**config.mk**
```make
export PLATFORM = sky130hd
export DESIGN_NAME = hazard_unit_mc_flat
export DESIGN_NICKNAME = d
export VERILOG_FILES = /design/src/rtl/hazard_unit_mc_if.sv /design/src/rtl/hazard_unit_mc.sv /design/src/flat_wrapper.sv
export SDC_FILE = /design/constraint.sdc
export NUM_CORES = 1
export LEC_CHECK = 0
export BUFFER_PORTS_ARGS = -buffer_cell sky130_fd_sc_hd__buf_4
export CAP_MARGIN = 20
export CORE_UTILIZATION = 42
export CTS_BUF_LIST = sky130_fd_sc_hd__clkbuf_16
export CTS_CLUSTER_SIZE = 30
export DETAILED_ROUTE_END_ITERATION = 8
export GPL_ROUTABILITY_DRIVEN = 0
export PLACE_DENSITY = 0.84
export SLEW_MARGIN = 20
export SYNTH_ARGS = -nofsm -noshare
export SYNTH_HDL_FRONTEND = slang
export SYNTH_SLANG_ARGS = --single-unit
```
**constraint.sdc**
```tcl
create_clock -name clk -period 6.08 [get_ports clk]
set_input_delay 1.52 -clock clk [delete_from_list [all_inputs] [get_ports clk]]
set_output_delay 1.52 -clock clk [all_outputs]
set_load 0.05 [all_outputs]
```
**src/rtl/hazard_unit_mc_if.sv**
```systemverilog
// Hazard controller bundle: pipeline-side inputs and per-stage controls.
interface hazard_unit_mc_if #(
  parameter int REG_AW = 5
);
  logic [REG_AW-1:0] Rs1D, Rs2D;
  logic [REG_AW-1:0] Rs1E, Rs2E, RdE;
  logic              RegWriteE;
  logic [1:0]        ResultSrcE;
  logic              PCSrcE;
  logic              McStartE;
  logic [REG_AW-1:0] RdM;
  logic              RegWriteM;
  logic              MemReqM;
  logic              DReadyM;
  logic [REG_AW-1:0] RdW;
  logic              RegWriteW;
  logic              StallF, StallD, StallE, StallM;
  logic              FlushD, FlushE, FlushM, FlushW;
  logic [1:0]        ForwardAE, ForwardBE;
  logic              McBusy;
  logic              McDoneE;

  modport master (
    output Rs1D, Rs2D, Rs1E, Rs2E, RdE,
    output RegWriteE, ResultSrcE, PCSrcE, McStartE,
    output RdM, RegWriteM, MemReqM, DReadyM,
    output RdW, RegWriteW,
    input  StallF, StallD, StallE, StallM,
    input  FlushD, FlushE, FlushM, FlushW,
    input  ForwardAE, ForwardBE, McBusy, McDoneE
  );

  modport slave (
    input  Rs1D, Rs2D, Rs1E, Rs2E, RdE,
    input  RegWriteE, ResultSrcE, PCSrcE, McStartE,
    input  RdM, RegWriteM, MemReqM, DReadyM,
    input  RdW, RegWriteW,
    output StallF, StallD, StallE, StallM,
    output FlushD, FlushE, FlushM, FlushW,
    output ForwardAE, ForwardBE, McBusy, McDoneE
  );
endinterface

```
**src/rtl/hazard_unit_mc.sv**
```systemverilog
// Hazard controller with multi-cycle E hold and data-memory freeze.
// Define HAZ_FWD_EN for forwarding; otherwise RAW hazards stall.
module hazard_unit_mc #(
  parameter int REG_AW = 5,
  parameter int MC_LAT = 34
) (
  input logic              clk,
  input logic              rst_n,
  hazard_unit_mc_if.slave  hz
);

  typedef enum logic [1:0] {
    S_IDLE,
    S_RUN,
    S_DONE
  } state_t;

  localparam int CW = $clog2(MC_LAT);
  localparam logic [CW-1:0] C_LOAD = CW'(MC_LAT - 2);
  localparam logic [CW-1:0] C_ONE = CW'(1);
  localparam logic [REG_AW-1:0] X0 = '0;

  state_t        r_state;
  logic [CW-1:0] r_cnt;

  logic w_memstall;
  logic w_mchold;
  logic w_lw;
  logic w_raw;
  logic w_dstall;
  logic w_br;

  assign w_memstall = hz.MemReqM & ~hz.DReadyM;
  assign w_mchold = hz.McStartE & (r_state != S_DONE);

  // The count keeps running under memstall; only the DONE exit waits.
  always_ff @(posedge clk or negedge rst_n) begin
    if (!rst_n) begin
      r_state <= S_IDLE;
      r_cnt <= '0;
    end else begin
      case (r_state)
        S_IDLE: begin
          if (hz.McStartE) begin
            r_state <= S_RUN;
            r_cnt <= C_LOAD;
          end
        end
        S_RUN: begin
          if (r_cnt == C_ONE) begin
            r_state <= S_DONE;
          end else begin
            r_cnt <= r_cnt - C_ONE;
          end
        end
        S_DONE: begin
          if (!w_memstall) begin
            r_state <= S_IDLE;
          end
        end
        default: begin
          r_state <= S_IDLE;
        end
      endcase
    end
  end

  assign w_lw = hz.ResultSrcE[0] & hz.RegWriteE
              & (hz.RdE != X0)
              & ((hz.Rs1D == hz.RdE) | (hz.Rs2D == hz.RdE));

  function automatic logic [1:0] fwd_sel(
    input logic [REG_AW-1:0] rs,
    input logic [REG_AW-1:0] rdm,
    input logic              wem,
    input logic [REG_AW-1:0] rdw,
    input logic              wew
  );
    logic [1:0] sel;
    sel = 2'b00;
    unique case (1'b1)
      (rs != X0) & wem & (rs == rdm): sel = 2'b10;
      (rs != X0) & wew & (rs == rdw): sel = 2'b01;
      default: sel = 2'b00;
    endcase
    return sel;
  endfunction

  function automatic logic raw_hit(
    input logic [REG_AW-1:0] rs,
    input logic [REG_AW-1:0] rde,
    input logic              wee,
    input logic [REG_AW-1:0] rdm,
    input logic              wem
  );
    return (rs != X0)
         & ((wee & (rs == rde)) | (wem & (rs == rdm)));
  endfunction

  logic w_unused;

`ifdef HAZ_FWD_EN
  assign w_raw = 1'b0;
  assign hz.ForwardAE = fwd_sel(hz.Rs1E, hz.RdM, hz.RegWriteM,
                                hz.RdW, hz.RegWriteW);
  assign hz.ForwardBE = fwd_sel(hz.Rs2E, hz.RdM, hz.RegWriteM,
                                hz.RdW, hz.RegWriteW);
  assign w_unused = ^{hz.ResultSrcE[1]};
`else
  // Write-through regfile: W never needs a stall.
  assign w_raw = raw_hit(hz.Rs1D, hz.RdE, hz.RegWriteE,
                         hz.RdM, hz.RegWriteM)
               | raw_hit(hz.Rs2D, hz.RdE, hz.RegWriteE,
                         hz.RdM, hz.RegWriteM);
  assign hz.ForwardAE = 2'b00;
  assign hz.ForwardBE = 2'b00;
  assign w_unused = ^{hz.ResultSrcE[1], hz.RdW, hz.RegWriteW,
                      hz.Rs1E, hz.Rs2E,
                      fwd_sel(X0, X0, 1'b0, X0, 1'b0)};
`endif

  assign w_dstall = (w_lw | w_raw) & ~w_memstall & ~w_mchold;
  assign w_br = hz.PCSrcE & ~w_memstall;

  assign hz.StallF = w_memstall | w_mchold | w_dstall;
  assign hz.StallD = w_memstall | w_mchold | w_dstall;
  assign hz.StallE = w_memstall | w_mchold;
  assign hz.StallM = w_memstall;
  assign hz.FlushD = w_br;
  assign hz.FlushE = w_br | w_dstall;
  assign hz.FlushM = w_mchold & ~w_memstall;
  assign hz.FlushW = w_memstall;
  assign hz.McBusy = w_mchold;
  assign hz.McDoneE = (r_state == S_DONE);

endmodule
```
**src/flat_wrapper.sv**
```systemverilog
// flat-port wrapper written by rule: the top's interface ports become plain ports
module hazard_unit_mc_flat 
#(
  parameter int REG_AW = 5,
  parameter int MC_LAT = 34
)
  (clk, rst_n, hz_Rs1D, hz_Rs2D, hz_Rs1E, hz_Rs2E, hz_RdE, hz_RegWriteE, hz_ResultSrcE, hz_PCSrcE, hz_McStartE, hz_RdM, hz_RegWriteM, hz_MemReqM, hz_DReadyM, hz_RdW, hz_RegWriteW, hz_StallF, hz_StallD, hz_StallE, hz_StallM, hz_FlushD, hz_FlushE, hz_FlushM, hz_FlushW, hz_ForwardAE, hz_ForwardBE, hz_McBusy, hz_McDoneE);
  hazard_unit_mc_if #(.REG_AW(REG_AW)) hz_i ();
  input logic clk;
  input logic rst_n;
  input wire logic [$bits(hz_i.Rs1D)-1:0] hz_Rs1D;
  input wire logic [$bits(hz_i.Rs2D)-1:0] hz_Rs2D;
  input wire logic [$bits(hz_i.Rs1E)-1:0] hz_Rs1E;
  input wire logic [$bits(hz_i.Rs2E)-1:0] hz_Rs2E;
  input wire logic [$bits(hz_i.RdE)-1:0] hz_RdE;
  input wire logic [$bits(hz_i.RegWriteE)-1:0] hz_RegWriteE;
  input wire logic [$bits(hz_i.ResultSrcE)-1:0] hz_ResultSrcE;
  input wire logic [$bits(hz_i.PCSrcE)-1:0] hz_PCSrcE;
  input wire logic [$bits(hz_i.McStartE)-1:0] hz_McStartE;
  input wire logic [$bits(hz_i.RdM)-1:0] hz_RdM;
  input wire logic [$bits(hz_i.RegWriteM)-1:0] hz_RegWriteM;
  input wire logic [$bits(hz_i.MemReqM)-1:0] hz_MemReqM;
  input wire logic [$bits(hz_i.DReadyM)-1:0] hz_DReadyM;
  input wire logic [$bits(hz_i.RdW)-1:0] hz_RdW;
  input wire logic [$bits(hz_i.RegWriteW)-1:0] hz_RegWriteW;
  output wire logic [$bits(hz_i.StallF)-1:0] hz_StallF;
  output wire logic [$bits(hz_i.StallD)-1:0] hz_StallD;
  output wire logic [$bits(hz_i.StallE)-1:0] hz_StallE;
  output wire logic [$bits(hz_i.StallM)-1:0] hz_StallM;
  output wire logic [$bits(hz_i.FlushD)-1:0] hz_FlushD;
  output wire logic [$bits(hz_i.FlushE)-1:0] hz_FlushE;
  output wire logic [$bits(hz_i.FlushM)-1:0] hz_FlushM;
  output wire logic [$bits(hz_i.FlushW)-1:0] hz_FlushW;
  output wire logic [$bits(hz_i.ForwardAE)-1:0] hz_ForwardAE;
  output wire logic [$bits(hz_i.ForwardBE)-1:0] hz_ForwardBE;
  output wire logic [$bits(hz_i.McBusy)-1:0] hz_McBusy;
  output wire logic [$bits(hz_i.McDoneE)-1:0] hz_McDoneE;
  assign hz_i.Rs1D = hz_Rs1D;
  assign hz_i.Rs2D = hz_Rs2D;
  assign hz_i.Rs1E = hz_Rs1E;
  assign hz_i.Rs2E = hz_Rs2E;
  assign hz_i.RdE = hz_RdE;
  assign hz_i.RegWriteE = hz_RegWriteE;
  assign hz_i.ResultSrcE = hz_ResultSrcE;
  assign hz_i.PCSrcE = hz_PCSrcE;
  assign hz_i.McStartE = hz_McStartE;
  assign hz_i.RdM = hz_RdM;
  assign hz_i.RegWriteM = hz_RegWriteM;
  assign hz_i.MemReqM = hz_MemReqM;
  assign hz_i.DReadyM = hz_DReadyM;
  assign hz_i.RdW = hz_RdW;
  assign hz_i.RegWriteW = hz_RegWriteW;
  assign hz_StallF = hz_i.StallF;
  assign hz_StallD = hz_i.StallD;
  assign hz_StallE = hz_i.StallE;
  assign hz_StallM = hz_i.StallM;
  assign hz_FlushD = hz_i.FlushD;
  assign hz_FlushE = hz_i.FlushE;
  assign hz_FlushM = hz_i.FlushM;
  assign hz_FlushW = hz_i.FlushW;
  assign hz_ForwardAE = hz_i.ForwardAE;
  assign hz_ForwardBE = hz_i.ForwardBE;
  assign hz_McBusy = hz_i.McBusy;
  assign hz_McDoneE = hz_i.McDoneE;
  hazard_unit_mc #(.REG_AW(REG_AW), .MC_LAT(MC_LAT)) u_core (.clk(clk), .rst_n(rst_n), .hz(hz_i));
endmodule
```
**Yosys cells after proc, flatten, opt, wreduce, memory -nomap -nowiden**

Index checks and enable logic that the tools add are counted.

- $add $sub $neg: 1
- Equal/unequal tests: 12
- Mux-type cells: 7
- Bitwise logic cells: 26
- Reductions and logical operators: 7

Operators by type and width:

| kind | number |
|---|---|
| == test 5 bit | 4 |
| bitwise AND 1 bit | 15 |
| nonzero test 5 bit | 3 |
| two-way mux 6 bit | 2 |
| case mux 6 bit (2 select lines) | 1 |
| inequality test 2 bit, second input constant | 4 |
| OR 1 bit | 8 |
| == test 6 x 1 -> 1 bit, second input constant | 1 |
| two-way mux 2 bit | 3 |
| case mux 2 bit (3 select lines) | 1 |
| AND reduction 3 bit | 2 |
| subtractor 6 x 1 -> 6 bit, second input constant | 1 |
| inverter 1 bit | 3 |
| == test 2 x 1 -> 1 bit, second input constant | 1 |
| == test 2 bit, second input constant | 1 |
| zero test 2 bit | 1 |
| inequality test 2 x 1 -> 1 bit, second input constant | 1 |
| nonzero test 2 bit | 1 |

- Register bits: 8
- Bits of input ports: 46

**Depth between registers and ports, before layout**

Gate-level depths: netlist of the first run.

- Depth after elaboration: 9
- Depth in mapped cells: 6
- Gate-level depth less buffers: 6

**Worst setup path after synthesis of the first run**

Ideal clock, no wire load.

- Path kind: input port to output port
- Start: input hz_Rs1D[1]
- End: output hz_StallF
- Arrival: 3,316 ps
- Data required time: 4,560 ps
- Setup slack: 1,244 ps
- Stages on the path: 6
- Cell sequence: or4_1 nor2_1 nor3_1 nor4_2 nand3_1 buf_4

- Longest elaborated chain between the ends: 9

RTL lines:

| what | line | source |
|---|---|---|
| from (decl) | flat_wrapper.sv:11 | `input wire logic [$bits(hz_i.Rs1D)-1:0] hz_Rs1D;` |
| == test 5 bit, on equally long branches | hazard_unit_mc.sv:70, hazard_unit_mc.sv:97 |  |
| bitwise AND 1 bit | hazard_unit_mc.sv:97 | `& ((wee & (rs == rde)) \| (wem & (rs == rdm)));` |
| OR 1 bit | hazard_unit_mc.sv:97 |  |
| bitwise AND 1 bit | hazard_unit_mc.sv:97 |  |
| OR 1 bit | hazard_unit_mc.sv:113 | `\| raw_hit(hz.Rs2D, hz.RdE, hz.RegWriteE,` |
| OR 1 bit * | hazard_unit_mc.sv:122 | `assign w_dstall = (w_lw \| w_raw) & ~w_memstall & ~w_mchold;` |
| bitwise AND 1 bit * (2 in series) | hazard_unit_mc.sv:122 |  |
| OR 1 bit * | -- |  |
| to (decl) | flat_wrapper.sv:26 | `output wire logic [$bits(hz_i.StallF)-1:0] hz_StallF;` |

Mark *: on every way between the ends. The rest lies on a longest branch, timed or not.

**Final worst setup path of the first run**

- Start: input hz_Rs1D[1]
- End: output hz_StallD

- Longest elaborated chain between the ends: 9

RTL lines:

| what | line | source |
|---|---|---|
| == test 5 bit, on equally long branches | hazard_unit_mc.sv:70, hazard_unit_mc.sv:97 |  |
| bitwise AND 1 bit | hazard_unit_mc.sv:97 |  |
| OR 1 bit | hazard_unit_mc.sv:97 |  |
| bitwise AND 1 bit | hazard_unit_mc.sv:97 |  |
| OR 1 bit | hazard_unit_mc.sv:113 |  |
| OR 1 bit * | hazard_unit_mc.sv:122 |  |
| bitwise AND 1 bit * (2 in series) | hazard_unit_mc.sv:122 |  |
| OR 1 bit * | hazard_unit_mc.sv:126 | `assign hz.StallD = w_memstall \| w_mchold \| w_dstall;` |
| to (decl) | flat_wrapper.sv:27 | `output wire logic [$bits(hz_i.StallD)-1:0] hz_StallD;` |

Marks and branches as above.

==> metrics.md, run 1 <==
| Metric | Value |
|---|---|
| Number of synthesized flops with an enable pin | 0 |
| F_max | 218 MHz |
| Worst-Skew Late Latency | 0.23 ns |
| Critical Path AT | 3.07 ns |
| Postcts setup bufs | 0 |
| Max cap viols | 0 |
| Synth Area in Adders | 3.25% |
| Gate Count Post-Synth | 96 |
| Routed WL | 1880 um |
| Logic gate share of total power | 43.8% |
| Number of CTS-inserted buffers | 3 |
| Static Leakage | 0.519 nW |
| Post-CTS Resized | 0 |
| WHS | 0.517 ns |
| Post-Synth Simple-Gate Area | 30.8% |
| Worst slack, placed | 1.49 ns |
| Aggregate global routing overflow | 0 |
| Nature of the critical path endpoint | primary output |
| Crit Path Category | in2out |
| Die Height | 44.8 um |
| R2r endpoint | u_core.r_cnt[4]$_DFFE_PN0P_ |
| Worst R2R Setup Slack | 4.68 ns |
| Worst hold path class | reg2reg |
| RSZ-0062 raised after global routing | no |
| Mapped cell area | 771 sq um |
| Final core occ | 64.9% |
| Yosys cell types | 22 |
| GRT Resource Usage Total | 19.7% |
| Clock power share | 29.5% |
| Core box area | 0.00173 sq mm |
| Clock Pin Slew Worst Setup and Hold Paths | 0.03 ns |
| Critical Path End | hz_StallD |
| Via count | 763 |
| Core Rows | 15 |
| Layout cells sized above 1 | 32.3% |
| Avg Inst Size Synth | 8.03 sq um |
| Largest family of logic cells by synthesized area | simple AND/OR/NAND/NOR gates |
| Largest net degree at the start of global routing | 9 |
| Mux cell area share after synthesis | 0% |
| Clk root buf | clkbuf_16 |
| Post-route DRC | 0 |
| P_sw | 0.000136 W |
| Final Hold Fails | 0 |
| Final setup violation count | 0 |
| DIE WIDTH | 44.8 um |
| Tot Pwr | 0.000364 W |
| Worst-path maximum fanout | 3 |
| Clock Skews | 0.00196 ns |
| Worst reg2reg path depth | 5 |
| Warnings from Yosys | 0 |
| Minimum clock period after layout | 4.59 ns |
| Max clock buf depth | 2 |
| 1st-pass router iterations | 4 |
| Fin crit share | 75.5% |
| Max VDD drop | 0.000320 V |
| Cell Pwr Density | 325 mW/mm^2 |
| Wirelength per Cell | 11.9 um |
| Crit. Startpoint | hz_Rs1D[1] |
| #FFs+latches synth | 8 |
| Ant diodes | 0 |
| Initial antenna violation count | 0 |
| Async S/R FF share, synth | 100% |
| Initial core utilization | 44.6% |
| Required time worst endpoint | 4.56 ns |
| FF-to-FF Start | u_core.r_cnt[0]$_DFFE_PN0P_ |
| Sw frac | 37.3% |
| CTS Hold Buffers Added | 0 |
| TritonCTS clock tree | built |
| Power Internal | 0.000228 W |
| Detailed placement HPWL | 1580 um |
| Main flop type after synthesis | dfrtp_1 |
| Post-Synth XOR/XNOR Area | 27.3% |
| Sequential area share after synthesis | 26.0% |
| PortBufs | 37 |
| Remaining antenna violation count after routing | 0 |
| Post-synthesis compound-gate area fraction | 3.90% |
| Starting DRT DRC Count | 18 |
| Status | finished clean |
| Area delta synth->final | 45.5% |
| Sequential power share | 26.7% |
| I/O Pins | 60 |
| Worst Slack Setup Final | 1.49 ns |
| First-pass GRT wire length | 2860 um |
| Vias in the first global route | 698 |
| Setup TNS | 0 ns |
| Die area | 0.00201 sq mm |
| NumNets Final | 183 |
| Vias per cell | 4.83 |
| CTS sink cnt | 8 |
| CTS H-Tree Depth | 1 |
| Fin. max-slew vios | 0 |
| Critical Path Start Type | input pin |
[through the flow]
stage / instance area (sq um) / cells
after floorplan: 782 / 99
after detailed placement: 1050 / 155
final: 1120 / 158
after global placement: 1050 / 155
after global routing: 1120 / 158
after CTS: 1120 / 158
[power groups by stage]
stage	Combinational, W	Clock [W]	Sequential (W)
finish	0.000159	0.000107	0.0000974
global route	0.000177	0.000113	0.000100
CTS	0.000160	0.000110	0.0000969
detailed placement	0.000155	0	0.0000974
global placement	0.000149	0	0.0000958
floorplan	0.000115	0	0.0000930
[cells by family after synthesis]
logic type | after synthesis
xor+xnor | 24
other cells | 1
simple gates | 45
flops | 8
fa+ha+maj | 2
compound gates | 5
buf+inv | 11
[state kept, by name (all words and copies together), names as in the netlist]
| signal | count |
|---|---|
| u_core.r_cnt | 6 |
| u_core.r_state | 2 |
[synthesized netlist by cell type, types with 3 or more instances]
cell	number	area (sq um)
xnor2_1	21	184
nand2_1	10	37.5
nor2_1	9	33.8
dfrtp_1	8	200
buf_4	6	45.0
nand3_1	6	30.0
inv_1	5	18.8
nor3_1	5	25.0
nand2b_1	4	25.0
nand4_1	4	25.0
and2_1	3	18.8
xor2_1	3	26.3
[worst min path at each step]
stage                                           start                           to  slack [ns]  cells past startpoint
after detailed placement  u_core.r_cnt[5]$_DFFE_PN0P_  u_core.r_cnt[5]$_DFFE_PN0P_        0.50                      2
final                     u_core.r_cnt[5]$_DFFE_PN0P_  u_core.r_cnt[5]$_DFFE_PN0P_        0.52                      2
after global placement    u_core.r_cnt[5]$_DFFE_PN0P_  u_core.r_cnt[5]$_DFFE_PN0P_        0.50                      2
after global routing      u_core.r_cnt[5]$_DFFE_PN0P_  u_core.r_cnt[5]$_DFFE_PN0P_        0.55                      2
after CTS                 u_core.r_cnt[5]$_DFFE_PN0P_  u_core.r_cnt[5]$_DFFE_PN0P_        0.52                      2
after floorplan           u_core.r_cnt[5]$_DFFE_PN0P_  u_core.r_cnt[5]$_DFFE_PN0P_        0.48                      2
[metal layers]
metal / global-route usage [%] / vias to the layer above / part of all wire (%)
met5: 0 / - / 0
met4: 0.606 / 0 / 0
met3: 6.00 / 0 / 5.1
met2: 37.6 / 30 / 55
met1: 22.6 / 352 / 40
li1: - / 381 / -
[cell type report]
cell class,count,area [sq um]
well taps,25,31.3
clock buffers,3,75.1
fillers,146,606
inverters,5,18.8
flip-flops and latches,8,200
repair buffers,37,278
multi-input cells,80,518
[worst max-delay path, stage by stage]
cell and delay [ns]:
buf_4 0.13, or4_1 0.54, nor2_1 0.15, nor3_1 0.08, nor4_2 0.30, nand3_1 0.14
buf_4 0.21
[layout by cell type, fill, tap and decap left out, types with 4 or more instances in the layout]
cell type and n:
buf_4 37, conb_1 4, dfrtp_1 8, inv_1 5, nand2_1 10, nand2b_1 4
nand3_1 6, nand4_1 4, nor2_1 9, nor3_1 5, xnor2_1 21
(Power assumes the default switching activity.)
==> inputs of run 2 (changes only) <==
- ABC_AREA: default -> 1
- CORE_UTILIZATION: 42 -> 38
- PLACE_DENSITY: 0.84 -> 0.76
- clock period: 6.08 -> 3.8 ns (I/O delays scaled with it)
==> metrics.md, run 2 <==
| Metric | Value |
|---|---|
| Cell Pwr Density | 549 mW/mm^2 |
| Worst R2R Setup Slack | 2.41 ns |
| Minimum clock period after layout | 2.88 ns |
| Fin. max-slew vios | 0 |
| Die area | 0.00266 sq mm |
| Via count | 1038 |
| Top post-synthesis cells by area | nand2_1, dfrtp_1, inv_1 |
| Crit Path Category | in2out |
| Status | finished clean |
| WHS | 0.485 ns |
| Critical Path AT | 1.93 ns |
| Required time worst endpoint | 2.85 ns |
| Post-route DRC | 0 |
| Commonest cells after routing, fill and taps aside | nand2_1, buf_4, inv_1 |
| GRT met1 Usage | 21.2% |
| RSZ-0062 raised after global routing | no |
| Routed WL | 2150 um |
| #FFs+latches synth | 8 |
| Initial core utilization | 41.4% |
| Wirelength per Cell | 9.24 um |
| Remaining antenna violation count after routing | 0 |
| I/O Pins | 60 |
| Number of synthesized flops with an enable pin | 0 |
| Postcts setup bufs | 0 |
| Final setup violation count | 0 |
| Met3 usage | 3.51% |
| Largest net degree at the start of global routing | 9 |
| CTS H-Tree Depth | 1 |
| CTS Hold Buffers Added | 0 |
| Most frequent cell after synthesis | nand2_1 |
| Clock Skews | 0.00244 ns |
| TritonCTS clock tree | built |
| Avg Inst Size Synth | 5.56 sq um |
| Aggregate global routing overflow | 0 |
| GRT Resource Usage Total | 17.8% |
| F_max | 348 MHz |
| Warnings from Yosys | 0 |
| First-pass GRT wire length | 3600 um |
| Post-CTS Resized | 0 |
| Initial antenna violation count | 0 |
| Gate Count Post-Synth | 168 |
| Cell accounting for the most synthesized area | nand2_1 |
| Clk root buf | clkbuf_16 |
| Largest register FFs | 6 |
| Final-layout fill cell count | 233 |
| Worst-Skew Late Latency | 0.23 ns |
| 1st-pass router iterations | 4 |
| Ant diodes | 0 |
| Fin crit share | 75.7% |
| Vias per cell | 4.45 |
| Static Leakage | 0.816 nW |
| Sequential area share after synthesis | 21.4% |
| Post-route cell area | 0.00129 sq mm |
| Final Hold Fails | 0 |
| Starting DRT DRC Count | 14 |
| Max VDD drop | 0.000529 V |
| Dpl cell area | 0.00121 sq mm |
| Most common cell after layout, fill and taps aside | nand2_1 |
| Met2 Usage GRT | 32.7% |
| Number of CTS-inserted buffers | 3 |
| Detailed placement HPWL | 1710 um |
| CTS sink cnt | 8 |
| Core Rows | 17 |
| Worst-path maximum fanout | 4 |
| PortBufs | 37 |
| Nature of the critical path endpoint | primary output |
| GRT busiest layer | met2 |
| Die Height | 51.6 um |
| Setup TNS | 0 ns |
| Critical Path Start Type | input pin |
| Most flops, register | u_core.r_cnt |
| Clock Pin Slew Worst Setup and Hold Paths | 0.04 ns |
| Main flop type after synthesis | dfrtp_1 |
| Layout cells sized above 1 | 23.9% |
| Area delta synth->final | 37.9% |
| Mapped cell area | 933 sq um |
| Largest regs | u_core.r_cnt x6, u_core.r_state x2 |
| Vias in the first global route | 940 |
| Share of the synthesized area in the top cell type | 26.1% |
| Worst hold path class | reg2reg |
| Core box area | 0.00225 sq mm |
| DIE WIDTH | 51.6 um |
| Post-synth top cells | nand2_1, inv_1, nor2_1 |
| Async S/R FF share, synth | 100% |
| Yosys cell types | 21 |
| Max cap viols | 0 |
| Max clock buf depth | 2 |
| NumNets Final | 255 |
## run 2: final cells by class
class / count / area [sq um] / area share (%)
tap: 28 / 35.0 / 2.72
multi-input combinational: 126 / 583 / 45.3
timing repair buffer: 37 / 278 / 21.6
clock buffer: 3 / 75.1 / 5.83
sequential: 8 / 200 / 15.5
inverter: 31 / 116 / 9.04
## run 2: final timing paths
path                                                   from                     endpoint  depth (start not counted)
worst max-delay path                             hz_Rs2D[0]                    hz_StallF                         12
worst min-delay path            u_core.r_cnt[5]$_DFFE_PN0P_  u_core.r_cnt[5]$_DFFE_PN0P_                          2
worst max register to register  u_core.r_cnt[1]$_DFFE_PN0P_  u_core.r_cnt[3]$_DFFE_PN0P_                          8
worst min register to register  u_core.r_cnt[5]$_DFFE_PN0P_  u_core.r_cnt[5]$_DFFE_PN0P_                          2
max in group asynchronous                             rst_n  u_core.r_cnt[0]$_DFFE_PN0P_                          1
min in group asynchronous                             rst_n  u_core.r_cnt[5]$_DFFE_PN0P_                          1
## run 2: logic make-up (layout without fill, tap and decap cells)
kind of cell | Yosys count | in the layout | share of synthesized area, %
buffers and inverters | 37 | 71 | 17.3
flip-flops | 8 | 8 | 21.4
adder cells (fa/ha/maj) | 2 | 2 | 2.68
AND/OR/NAND/NOR | 112 | 112 | 52.1
AO/OA/AOI/OAI | 5 | 5 | 3.22
XOR/XNOR | 3 | 3 | 2.82
other | 1 | 4 | 0.402
## run 2: routing by layer
layer / routed length (um) / vias to the layer above / part of all wire [%]
met5: 0 / - / 0
met4: 5 / 0 / 0.23
met3: 102 / 2 / 4.7
met2: 1040 / 21 / 48
met1: 1010 / 450 / 47
li1: - / 565 / -
## run 2: where the power goes
part,switching (W),internal (W),total [W]
clock,0.0000393,0.000135,0.000175
sequential,0.0000330,0.000123,0.000156
combinational,0.000242,0.000133,0.000375
## run 2: metrics by stage
step / total power [W] / util (%) / instances / worst slack [ns]
after floorplan: 0.000439 / - / 171 / 0.149
after global placement: 0.000522 / 53.8 / 230 / 0.921
after detailed placement: 0.000526 / 53.8 / 230 / 0.917
after CTS: 0.000711 / 57.1 / 233 / 0.913
after global routing: 0.000758 / 57.1 / 233 / 0.761
final: 0.000706 / 57.1 / 233 / 0.924
## run 2: critical path, stage by stage
cell,delay (ns)
buf_4,0.10
inv_1,0.05
nand2_1,0.05
nand2_1,0.04
nor2_1,0.13
nand3_1,0.09
nand2_1,0.06
nand2_1,0.06
nand2_1,0.07
nand2_1,0.06
nand2_1,0.08
buf_4,0.20
